===== src/rtl/mont_pkg.sv =====
`default_nettype none
// ---------------------------------------------------------------------------
// mont_pkg : shared types and default sizes for the Montgomery multiplier
// rev 1.0
// ---------------------------------------------------------------------------
package mont_pkg;

  typedef enum logic [1:0] {
    IDLE  = 2'd0,
    ITER  = 2'd1,
    FINAL = 2'd2
  } state_t;

  localparam int DEF_WIDTH = 32;
  localparam int DEF_LEN_W = 8;
  localparam int ACC_W     = DEF_WIDTH + 2;

endpackage
`default_nettype wire


===== src/rtl/mont_step.sv =====
`default_nettype none
// ---------------------------------------------------------------------------
// mont_step : one radix-2 Montgomery reduction step (combinational)
// rev 1.0
// ---------------------------------------------------------------------------
module mont_step #(
  parameter int WIDTH = 32
) (
  input  logic [WIDTH+1:0] acc,
  input  logic             a_bit,
  input  logic [WIDTH-1:0] b,
  input  logic [WIDTH-1:0] m,
  output logic [WIDTH+1:0] acc_next
);

  // One spare bit above the accumulator keeps the sum exact before halving.
  logic [WIDTH+2:0] t;
  logic [WIDTH+2:0] u;

  always_comb begin
    t        = {1'b0, acc} + (a_bit ? {3'b000, b} : '0);
    u        = t + (t[0] ? {3'b000, m} : '0);
    acc_next = u[WIDTH+2:1];
  end

endmodule
`default_nettype wire


===== src/rtl/mont_mult_param.sv =====
`default_nettype none
// ---------------------------------------------------------------------------
// mont_mult_param : iterative Montgomery multiplier, num_1*num_2*2^-len mod M
// rev 1.0
// ---------------------------------------------------------------------------
module mont_mult_param
  import mont_pkg::*;
#(
  parameter int WIDTH = DEF_WIDTH,
  parameter int LEN_W = DEF_LEN_W
) (
  input  logic             clk,
  input  logic             rst,
  input  logic             start,
  input  logic [LEN_W-1:0] len,
  input  logic [WIDTH-1:0] num_1,
  input  logic [WIDTH-1:0] num_2,
  input  logic [WIDTH-1:0] modulus,
  output logic             busy,
  output logic             done,
  output logic             err,
  output logic [WIDTH-1:0] mm_out
);

  localparam int ACC_BITS = WIDTH + (mont_pkg::ACC_W - mont_pkg::DEF_WIDTH);

  state_t state, state_nxt;

  logic [LEN_W-1:0]    r_len;
  logic [LEN_W-1:0]    r_idx;
  logic [WIDTH-1:0]    r_a;
  logic [WIDTH-1:0]    r_b;
  logic [WIDTH-1:0]    r_mod;
  logic [ACC_BITS-1:0] r_acc;
  logic                r_rej;

  logic [ACC_BITS-1:0] w_step;
  logic [ACC_BITS-1:0] w_mod_ext;
  logic [ACC_BITS-1:0] w_final;
  logic                w_bad;
  logic                w_last;

  mont_step #(.WIDTH(WIDTH)) u_step (
    .acc      (r_acc),
    .a_bit    (r_a[0]),
    .b        (r_b),
    .m        (r_mod),
    .acc_next (w_step)
  );

  assign w_bad     = (len == '0) || (len > LEN_W'(WIDTH)) || !modulus[0];
  assign w_last    = (r_idx == r_len - LEN_W'(1));
  assign w_mod_ext = {{(ACC_BITS-WIDTH){1'b0}}, r_mod};
  assign w_final   = (r_acc >= w_mod_ext) ? (r_acc - w_mod_ext) : r_acc;
  assign busy      = (state != IDLE);

  always_ff @(posedge clk) begin
    if (rst) state <= IDLE;
    else     state <= state_nxt;
  end

  // A rejected request passes through FINAL so err/done land one edge later.
  always_comb begin
    state_nxt = state;
    case (state)
      IDLE:    if (start) state_nxt = w_bad ? FINAL : ITER;
      ITER:    if (w_last) state_nxt = FINAL;
      FINAL:   state_nxt = IDLE;
      default: state_nxt = IDLE;
    endcase
  end

  always_ff @(posedge clk) begin
    if (rst) begin
      r_len  <= '0;
      r_idx  <= '0;
      r_a    <= '0;
      r_b    <= '0;
      r_mod  <= '0;
      r_acc  <= '0;
      r_rej  <= 1'b0;
      done   <= 1'b0;
      err    <= 1'b0;
      mm_out <= '0;
    end else begin
      done <= 1'b0;
      err  <= 1'b0;
      case (state)
        IDLE: begin
          if (start) begin
            r_len <= len;
            r_a   <= num_1;
            r_b   <= num_2;
            r_mod <= modulus;
            r_acc <= '0;
            r_idx <= '0;
            r_rej <= w_bad;
          end
        end
        ITER: begin
          r_acc <= w_step;
          r_a   <= r_a >> 1;
          r_idx <= r_idx + LEN_W'(1);
        end
        FINAL: begin
          done   <= 1'b1;
          err    <= r_rej;
          mm_out <= r_rej ? '0 : w_final[WIDTH-1:0];
        end
        default: ;
      endcase
    end
  end

endmodule
`default_nettype wire


===== config.mk =====
export PLATFORM = sky130hd
export DESIGN_NAME = mont_mult_param
export DESIGN_NICKNAME = d
export VERILOG_FILES = /design/src/rtl/mont_pkg.sv /design/src/rtl/mont_step.sv /design/src/rtl/mont_mult_param.sv
export SDC_FILE = /design/constraint.sdc
export NUM_CORES = 1
export LEC_CHECK = 0
export CAP_MARGIN = 20
export CELL_PAD_IN_SITES_DETAIL_PLACEMENT = 1
export CELL_PAD_IN_SITES_GLOBAL_PLACEMENT = 2
export CORE_UTILIZATION = 33
export CTS_CLUSTER_SIZE = 28
export DETAILED_ROUTE_END_ITERATION = 8
export PLACE_DENSITY = 0.91
export RECOVER_POWER = 100
export REMOVE_ABC_BUFFERS = 1
export SYNTH_ARGS = -nofsm -noshare
export SYNTH_HDL_FRONTEND = slang
export SYNTH_SLANG_ARGS = --single-unit

===== constraint.sdc =====
create_clock -name clk -period 6.8 [get_ports clk]
set_input_delay 1.02 -clock clk [delete_from_list [all_inputs] [get_ports clk]]
set_output_delay 1.02 -clock clk [all_outputs]
set_load 0.01 [all_outputs]

==> flow_summary.toml, run 1 <==
[power]
power_frac_seq_pct = 44.5
switching_share_pct = 28.5
power_frac_comb_pct = 15.2
internal-power_w = 0.00184
finalPower_w = 0.00257
ir_drop_mv = 0.178
p_leak_nw = 5.94
p_clk_share_pct = 40.3
pwr_density_cell_mw_per_mm2 = 176
p_switching_w = 0.000732

[setup_path]
path_cells = "and2_0, ha_1, a211oi_1, nor2_1, o41ai_2, o21bai_1, a31o_1, a311oi_1, xnor2_1, ha_1, nand4_1, nor2_1, nand2_1, o32a_1, a31oi_2, nand4_1, a211o_1, nor2b_1, o22ai_2, xor2_1, a22o_1"
crit_buf_inv = 0
cp_slowest_cell = "dfxtp_1"
cp-start-kind = "register"
worstSetupEndpointType = "register"
critPathTopFamily = "compound AO/OA/AOI/OAI gates"
rr_startpoint = "r_a[0]"
r2r_cells = 21
r2r_end = "r_acc[32]"
critical_path.max_fanout = 17
crit_arrival_ns = 6.47
cpPeakStageDelay_ns = 0.66
crit_required_ns = 7.15
path_class = "register to register"
rrSetupSlack_ns = 0.68

[timing]
fin_hold_ws_ns = 0.450
fmax_mhz = 163
post-route-period-util_pct = 90.0
slew_viol_final = 186
hold_viol = 0
period_needed_ns = 6.12
rsz0062_at_grt = "false"
fin_ws_ns = 0.680
fin_setup_tns_ns = 0
slew_headroom_pct = -126
setup_violations = 0
tightest_slew_ns = 3.39
skew_ns = 0.0121

[worst_hold_path]
worstHoldStart = "mm_out[10]"
hold_path_depth = 2
min_to = "mm_out[10]"
hp-class = "register to register"

[placement]
place.gp.congestion = 0.918
portBuffers = 141
dp_hpwl_mm = 29.4
dpl-instance-area_mm2 = 0.0140
preCtsSetupSlack_ns = 0.903

[yosys]
synth.area.top_cells = "dfxtp_1 (30%), ha_1 (9.9%), nand2_1 (8.7%), a21oi_1 (8.6%), xnor2_1 (4.5%)"
synthAdderAreaFrac_pct = 10.4
yosys.area_share.simple_pct = 22.2
ys_types = 75
ys_seq_area_share_pct = 29.9
yosysMostFrequentCell = "nand2_1"
ys_ff_latch = 183
synth_cells = 1606
synth_edf_count = 0
ys.flop_type = "dfxtp_1"
ys_warn_count = 0
synth-compound-area-share_pct = 24.7
netlist_top_cells_count = "nand2_1 (283), a21oi_1 (210), dfxtp_1 (183), ha_1 (97), nor2_1 (85)"
synthXorXnorAreaFrac_pct = 6.94
synthesis.area_mm2 = 0.0122
netlist.area_leader.share_pct = 29.9
synth_largest_area_cell = "dfxtp_1"
synth_top_family_by_area = "compound AO/OA/AOI/OAI gates"
ys_async_sr_fraction_pct = 0
synthMuxAreaShare_pct = 1.47
avgSynthCellArea_um2 = 7.62

[clock_network]
htree_levels = 4
cts_max_path_buffers = 2
clock_latency_ns = 0.46
ctsResizeCount = 0
cts_tree = "built"
cts_buffers = 17
cts.sink_count = 183
ctsHoldBuffers = 0
post_cts_buffers = 0
clk_pin_slew_ns = 0.08
clock-root-buffer = "clkbuf_16"

[die]
core_area_mm2 = 0.0365
initial_utilization_pct = 33.5
die_h_um = 195
rows = 70
die_area_mm2 = 0.0379
die_w_um = 195
ios = 142

[global_routing]
antenna_found_initial = 1
grt_use_met1_pct = 26.5
use_met3_pct = 4.32
met2_usage_pct = 35.8
grt_pass1_vias = 11983
grt_pass1_wl_mm = 63.1
grt_usage_pct = 20.9
grt_max_degree = 66
grt_overflow_total = 0
grt.busiest_layer = "met2"

[layout]
diodes = 0
fill_cells = 4412
area_growth_pct = 19.2
drive_above_1_share_pct = 3.80
layout.nets = 1907
final_area_mm2 = 0.0146

[route]
dr.pass1.iters = 5
vias = 11612
ant_nets = 0
dr.first_iter.drc_count = 600
routed_wl_mm = 39.5
via_per_inst = 5.33
drc = 0
post_drt_wl_per_cell_um = 18.1

[status]
violations = "capacitance limit, slew limit"
outcome = "finished with violations"

[run]
maxCapViolations = 4
## kinds of logic after synthesis
family / count (synthesis)
flip-flops: 183
multiplexers: 18
XOR/XNOR: 97
AO/OA/AOI/OAI: 481
adder cells (fa/ha/maj): 100
buffers and inverters: 134
AND/OR/NAND/NOR: 593
## cell type report
class                   instances  area [um2]  share of cell area (%)
clock buffers                  18         439                    3.01
clock inverters                13         145                   0.995
inverters                      54         203                    1.39
multi-input cells            1289        8070                    55.3
flip-flops and latches        183        3660                    25.1
well taps                     468         586                    4.01
repair buffers                155        1480                    10.1
## sequential cells by signal (all words and copies together) (netlist names)
name / cells
r_rej: 1
r_a: 32
r_len: 8
r_mod: 32
done: 1
r_acc: 34
r_idx: 8
r_b: 32
err: 1
state: 2
mm_out: 32
## cell usage in the layout (no fill, tap or decap), drive strengths merged, types with 6 or more instances in the layout
cell           synthesis  final
nand2                284    284
a21oi                213    213
dfxtp                183    183
clkdlybuf4s50          0    104
ha                    97     97
nor2                  85     85
o21ai                 79     79
and2                  72     72
xnor2                 63     63
inv                   54     58
nand3                 52     52
a21o                  40     40
dlygate4sd3            0     36
xor2                  34     34
a22oi                 33     33
nor3                  30     30
clkbuf                67     27
o21bai                21     21
o21a                  19     19
mux2i                 18     18
nor2b                 17     17
nand4                 14     14
a31oi                 12     12
a211oi                11     11
nand2b                 9      9
a22o                   9      9
and3                   8      8
o31ai                  8      8
buf                   13      6
## routing by layer
metal / wire length [um] / part of all wire (%)
met1: 18600 / 47
met2: 18700 / 47
met3: 1510 / 3.8
met4: 694 / 1.8
met5: 13 / 0.033
## stage by stage
| step | std cells | utilization, % |
|---|---|---|
| after floorplan | 1526 | - |
| after global placement | 2148 | 38.4 |
| after detailed placement | 2148 | 38.4 |
| after CTS | 2179 | 40.0 |
| after global routing | 2180 | 39.9 |
| final | 2180 | 39.9 |
## tightest hold or removal path: stages, from the launching register on
cell     delay [ns]
dfxtp_1        0.33
nand2_1        0.04
o21ai_0        0.05
## power by group through the flow
stage	Sequential (W)	Combinational [W]	Clock, W
floorplan	0.00116	0.000228	0
global placement	0.00117	0.000382	0
detailed placement	0.00117	0.000392	0
CTS	0.00114	0.000394	0.00107
global route	0.00115	0.000432	0.00111
finish	0.00114	0.000390	0.00104
## how the worst max path moves through the flow
stage | from | endpoint | cells after the start
3_3_place_gp | r_a[0] | r_acc[32] | 21
5_1_grt | r_a[0] | r_acc[32] | 21
4_1_cts | r_a[0] | r_acc[32] | 21
2_1_floorplan | r_a[0] | r_acc[32] | 19
3_5_place_dp | r_a[0] | r_acc[32] | 21
6_report | r_a[0] | r_acc[32] | 21
Power figures use the tool's default switching activity.
==> inputs of run 2 (changes only) <==
Settings changed: CAP_MARGIN 20 to 10.
==> flow_summary.toml, run 2 (synthesis gave the netlist of run 1 again) <==
[layout]
top_register = "r_acc"
largest_reg_flops = 34
diodes = 0
seq_area_mm2 = 0.00366
multi_input_area_mm2 = 0.00807
area_growth_pct = 19.2
fill_cells = 4411
drive_above_1_share_pct = 3.80
final_common_cell = "nand2_1"
layout.cells.most_common_list = "nand2_1 (282), a21oi_1 (209), dfxtp_1 (183), clkdlybuf4s50_1 (104), ha_1 (97)"
layout.nets = 1906

[timing]
setup_violations = 0
slew_viol_final = 186
fin_setup_tns_ns = 0
post-route-period-util_pct = 89.2
rsz0062_at_grt = "false"
skew_ns = 0.0126
period_needed_ns = 6.07
hold_viol = 0
tightest_slew_ns = 3.39
fmax_mhz = 165
fin_ws_ns = 0.732
slew_headroom_pct = -126

[route]
post_drt_wl_per_cell_um = 18.1
dr.pass1.iters = 7
vias = 11600
via_per_inst = 5.32
dr.first_iter.drc_count = 555
drc = 0
routed_wl_mm = 39.4
ant_nets = 0

[die]
die_h_um = 195
die_w_um = 195
core_area_mm2 = 0.0365
die_area_mm2 = 0.0379
rows = 70
ios = 142
initial_utilization_pct = 33.5

[setup_path]
path_class = "register to register"
crit_arrival_ns = 6.42
r2r_cells = 21
cp-start-kind = "register"
crit_required_ns = 7.15
path_cells = "and2_0, ha_1, a211oi_1, nor2_1, o41ai_2, o21bai_1, a31o_1, a311oi_1, xnor2_1, ha_1, nand4_1, nor2_1, nand2_1, o32a_1, a31oi_2, nand4_1, a211o_1, nor2b_1, o22ai_2, xor2_1, a22o_1"
cp_slowest_cell = "dfxtp_1"
crit_buf_inv = 0
cp.depth = 21
worstSetupEndpointType = "register"
r2r_end = "r_acc[32]"
critical_path.max_fanout = 17
rr_startpoint = "r_a[0]"
startpoint = "r_a[0]"
critPathTopFamily = "compound AO/OA/AOI/OAI gates"
cpPeakStageDelay_ns = 0.66
rrSetupSlack_ns = 0.73

[global_routing]
grt_pass1_wl_mm = 63.1
grt.busiest_layer = "met2"
antenna_found_initial = 1
use_met3_pct = 4.32
met2_usage_pct = 35.8
grt_usage_pct = 20.9
grt_overflow_total = 0
grt_max_degree = 66
grt_pass1_vias = 11983
grt_use_met1_pct = 26.5

[worst_hold_path]
hp-class = "register to register"
worstHoldStart = "mm_out[10]"
hold_path_depth = 2
min_to = "mm_out[10]"

[status]
outcome = "finished with violations"
violations = "capacitance limit, slew limit"

[power]
p_leak_nw = 5.94
finalPower_w = 0.00257
pwr_density_cell_mw_per_mm2 = 176
ir_drop_mv = 0.178

[clock_network]
clk_pin_slew_ns = 0.07
htree_levels = 4
cts.sink_count = 183
cts_buffers = 17
cts_tree = "built"
post_cts_buffers = 0
clock-root-buffer = "clkbuf_16"
ctsHoldBuffers = 0
clock_latency_ns = 0.46
cts_max_path_buffers = 2
ctsResizeCount = 0

[placement]
place.gp.congestion = 0.918
preCtsSetupSlack_ns = 0.903
dp_hpwl_mm = 29.4
portBuffers = 141

[run]
maxCapViolations = 4
[run 2: worst reg2reg max path, delay by kind of cell, from the launching register on]
family          cells  cell delay [ns]
compound gates     10             3.21
xor+xnor            2             0.28
fa+ha+maj           2             0.66
flops               1             0.66
simple gates        7             1.16
[run 2: worst max path at each step]
stage	endpoint	slack (ns)
after floorplan	r_acc[32]	1.88
after global placement	r_acc[32]	1.08
after detailed placement	r_acc[32]	0.90
after CTS	r_acc[32]	0.83
after global routing	r_acc[32]	0.26
final	r_acc[32]	0.73
[run 2: metal layers]
metal | up-vias | wire [um]
li1 | 5787 | -
met3 | 46 | 1720
met2 | 191 | 18600
met5 | - | 13
met4 | 2 | 749
met1 | 5574 | 18300
[run 2: layout make-up]
type,count,share of cell area (%)
Clock inverter,13,0.995
Tap cell,468,4.01
Sequential cell,183,25.1
Multi-Input combinational cell,1289,55.3
Clock buffer,18,3.01
Timing Repair Buffer,154,10.1
Inverter,54,1.39
[run 2: per-stage QoR]
| step | hold slack, ns | util, % | instance area (um2) | std cells |
|---|---|---|---|---|
| final | 0.450 | 39.9 | 14600 | 2179 |
| after global routing | 0.472 | 39.9 | 14600 | 2179 |
| after CTS | 0.453 | 40.0 | 14600 | 2179 |
| after global placement | 0.438 | 38.4 | 14000 | 2148 |
| after floorplan | 0.426 | - | 11900 | 1526 |
| after detailed placement | 0.441 | 38.4 | 14000 | 2148 |
[run 2: power by group]
part / internal (W) / switching, W / leakage, nW
clock network: 0.000554 / 0.000482 / 0.280
logic: 0.000170 / 0.000219 / 4.16
registers: 0.00111 / 0.0000311 / 1.49
==> inputs of run 3 (changes only) <==
Settings changed: SYNTH_HIERARCHICAL from default to 1.
==> flow_summary.toml, run 3 <==
[status]
outcome = "finished with violations"
violations = "capacitance limit, slew limit"

[placement]
place.gp.congestion = 0.893
portBuffers = 141
dpl-instance-area_mm2 = 0.0143
dp_hpwl_mm = 31.6
preCtsSetupSlack_ns = 1.40

[setup_path]
rr_startpoint = "r_a[0]"
crit_required_ns = 7.01
critical_path.max_fanout = 15
worstSetupEndpointType = "register"
r2r_end = "r_acc[33]"
critPathTopFamily = "compound AO/OA/AOI/OAI gates"
path_class = "register to register"
path_cells = "and2_0, ha_1, fa_1, a211oi_1, nor2_1, o31ai_1, a21boi_0, o21a_1, nor2_1, o21bai_1, a21oi_1, xnor2_1, ha_1, o21ai_0, o21bai_1, a221oi_1, o21ai_0, a41oi_1, o21a_1, o21bai_1, a31oi_1, o211ai_1, nand2_1, a21oi_1"
startpoint = "r_a[0]"
cp_slowest_cell = "o31ai_1"
cp-start-kind = "register"
crit_arrival_ns = 6.12
crit_buf_inv = 0
cpPeakStageDelay_ns = 0.49
cp_common_cell = "o21bai_1"
rrSetupSlack_ns = 0.89
r2r_cells = 24

[timing]
slew_headroom_pct = -170
fin_ws_ns = 0.888
tightest_slew_ns = 4.05
fin_hold_ws_ns = 0.455
hold_viol = 0
fmax_mhz = 169
rsz0062_at_grt = "false"
slew_viol_final = 173
post-route-period-util_pct = 86.9
skew_ns = 0.0160
fin_setup_tns_ns = 0
setup_violations = 0
period_needed_ns = 5.91

[clock_network]
ctsResizeCount = 0
cts.sink_count = 183
post_cts_buffers = 0
clock_latency_ns = 0.46
cts_tree = "built"
clock-root-buffer = "clkbuf_16"
clk_pin_slew_ns = 0.08
ctsHoldBuffers = 0
cts_buffers = 17
htree_levels = 4
cts_max_path_buffers = 2

[worst_hold_path]
worstHoldStart = "r_b[26]"
hp-class = "register to register"
hold_path_depth = 2
min_to = "r_b[26]"

[die]
die_area_mm2 = 0.0387
rows = 70
die_w_um = 197
ios = 142
die_h_um = 197
initial_utilization_pct = 33.8
core_area_mm2 = 0.0370

[route]
post_drt_wl_per_cell_um = 18.8
routed_wl_mm = 42.5
drc = 0
vias = 12068
ant_nets = 0
via_per_inst = 5.34
dr.pass1.iters = 4
dr.first_iter.drc_count = 558

[global_routing]
grt_usage_pct = 22.2
grt_pass1_vias = 12274
antenna_found_initial = 0
grt_max_degree = 75
grt_overflow_total = 0
grt_pass1_wl_mm = 67.0

[layout]
area_growth_pct = 18.9
final_common_cell = "nand2_1"
drive_above_1_share_pct = 4.16
diodes = 0
final_area_mm2 = 0.0149
layout.nets = 1949
top_register = "r_acc"
largest_reg_flops = 34
layout.cells.most_common_list = "nand2_1 (293), a21oi_1 (237), dfxtp_1 (183), clkdlybuf4s50_1 (104), ha_1 (98)"
fill_cells = 4608

[power]
power_frac_comb_pct = 15.5
p_clk_share_pct = 39.9
internal-power_w = 0.00179
p_switching_w = 0.000785
ir_drop_mv = 0.184
switching_share_pct = 30.5
pwr_density_cell_mw_per_mm2 = 173
power_frac_seq_pct = 44.6
p_leak_nw = 5.97

[yosys]
ys_types = 79
synth_edf_count = 0
avgSynthCellArea_um2 = 7.57
yosysMostFrequentCell = "nand2_1"
ys_seq_area_share_pct = 29.3
synth_cells = 1653
ys_async_sr_fraction_pct = 0
netlist_top_cells_count = "nand2_1 (294), a21oi_1 (237), dfxtp_1 (183), ha_1 (98), nor2_1 (77)"
ys.flop_type = "dfxtp_1"
ys_ff_latch = 183
netlist.area_leader.share_pct = 29.3
synthesis.area_mm2 = 0.0125
ys_warn_count = 6
synth.area.top_cells = "dfxtp_1 (29%), ha_1 (9.8%), a21oi_1 (9.5%), nand2_1 (8.8%), xnor2_1 (4.6%)"
synth_largest_area_cell = "dfxtp_1"

[run]
maxCapViolations = 3
==> run 3: through the flow <==
step	power (W)	cells	utilization (%)
after floorplan	0.00139	1569	-
after global placement	0.00156	2226	38.7
after detailed placement	0.00157	2226	38.7
after CTS	0.00262	2258	40.4
after global routing	0.00270	2258	40.2
final	0.00258	2258	40.2
==> run 3: worst max-delay path by stage <==
| stage | slack [ns] | end | cells past startpoint |
|---|---|---|---|
| 6_report | 0.89 | r_acc[33] | 24 |
| 5_1_grt | 0.45 | r_acc[33] | 24 |
| 4_1_cts | 1.37 | r_acc[33] | 24 |
| 3_5_place_dp | 1.40 | r_acc[33] | 24 |
| 3_3_place_gp | 1.63 | r_acc[33] | 24 |
| 2_1_floorplan | 2.14 | r_acc[24] | 23 |
==> run 3: cell families (layout without fill, tap and decap cells) <==
| family | count (synthesis) | after routing | share of synthesized area, % |
|---|---|---|---|
| simple gates | 599 | 599 | 22.1 |
| compound gates | 520 | 520 | 26.1 |
| flops | 183 | 183 | 29.3 |
| buf+inv | 142 | 243 | 4.47 |
| fa+ha+maj | 101 | 101 | 10.3 |
| xor+xnor | 96 | 96 | 6.78 |
| mux | 12 | 12 | 0.960 |
==> run 3: per-layer routing <==
metal | track usage [%] | vias up | routed length [um]
met1 | 29.0 | 5869 | 20100
li1 | - | 5965 | -
met3 | 4.14 | 34 | 1690
met5 | 0 | - | 0
met4 | 6.72 | 0 | 767
met2 | 37.0 | 200 | 20000
==> run 3: worst min-delay path, delay by kind of cell, from the launching register on <==
kind            cells  cell delay (ns)
flops               1             0.31
compound gates      1             0.05
simple gates        1             0.05
==> run 3: power groups by stage <==
stage | Combinational [W] | Sequential (W) | Clock [W]
final | 0.000400 | 0.00115 | 0.00103
after global placement | 0.000392 | 0.00117 | 0
after global routing | 0.000443 | 0.00115 | 0.00110
after floorplan | 0.000235 | 0.00116 | 0
after detailed placement | 0.000402 | 0.00117 | 0
after CTS | 0.000404 | 0.00115 | 0.00107
==> run 3: cell type report <==
| type | instances | area, um2 | area share [%] |
|---|---|---|---|
| clock inverter | 14 | 155 | 1.04 |
| timing repair buffer | 153 | 1480 | 9.94 |
| multi-input combinational | 1328 | 8290 | 55.7 |
| sequential | 183 | 3660 | 24.6 |
| inverter | 58 | 218 | 1.46 |
| clock buffer | 18 | 439 | 2.95 |
| tap | 504 | 631 | 4.24 |
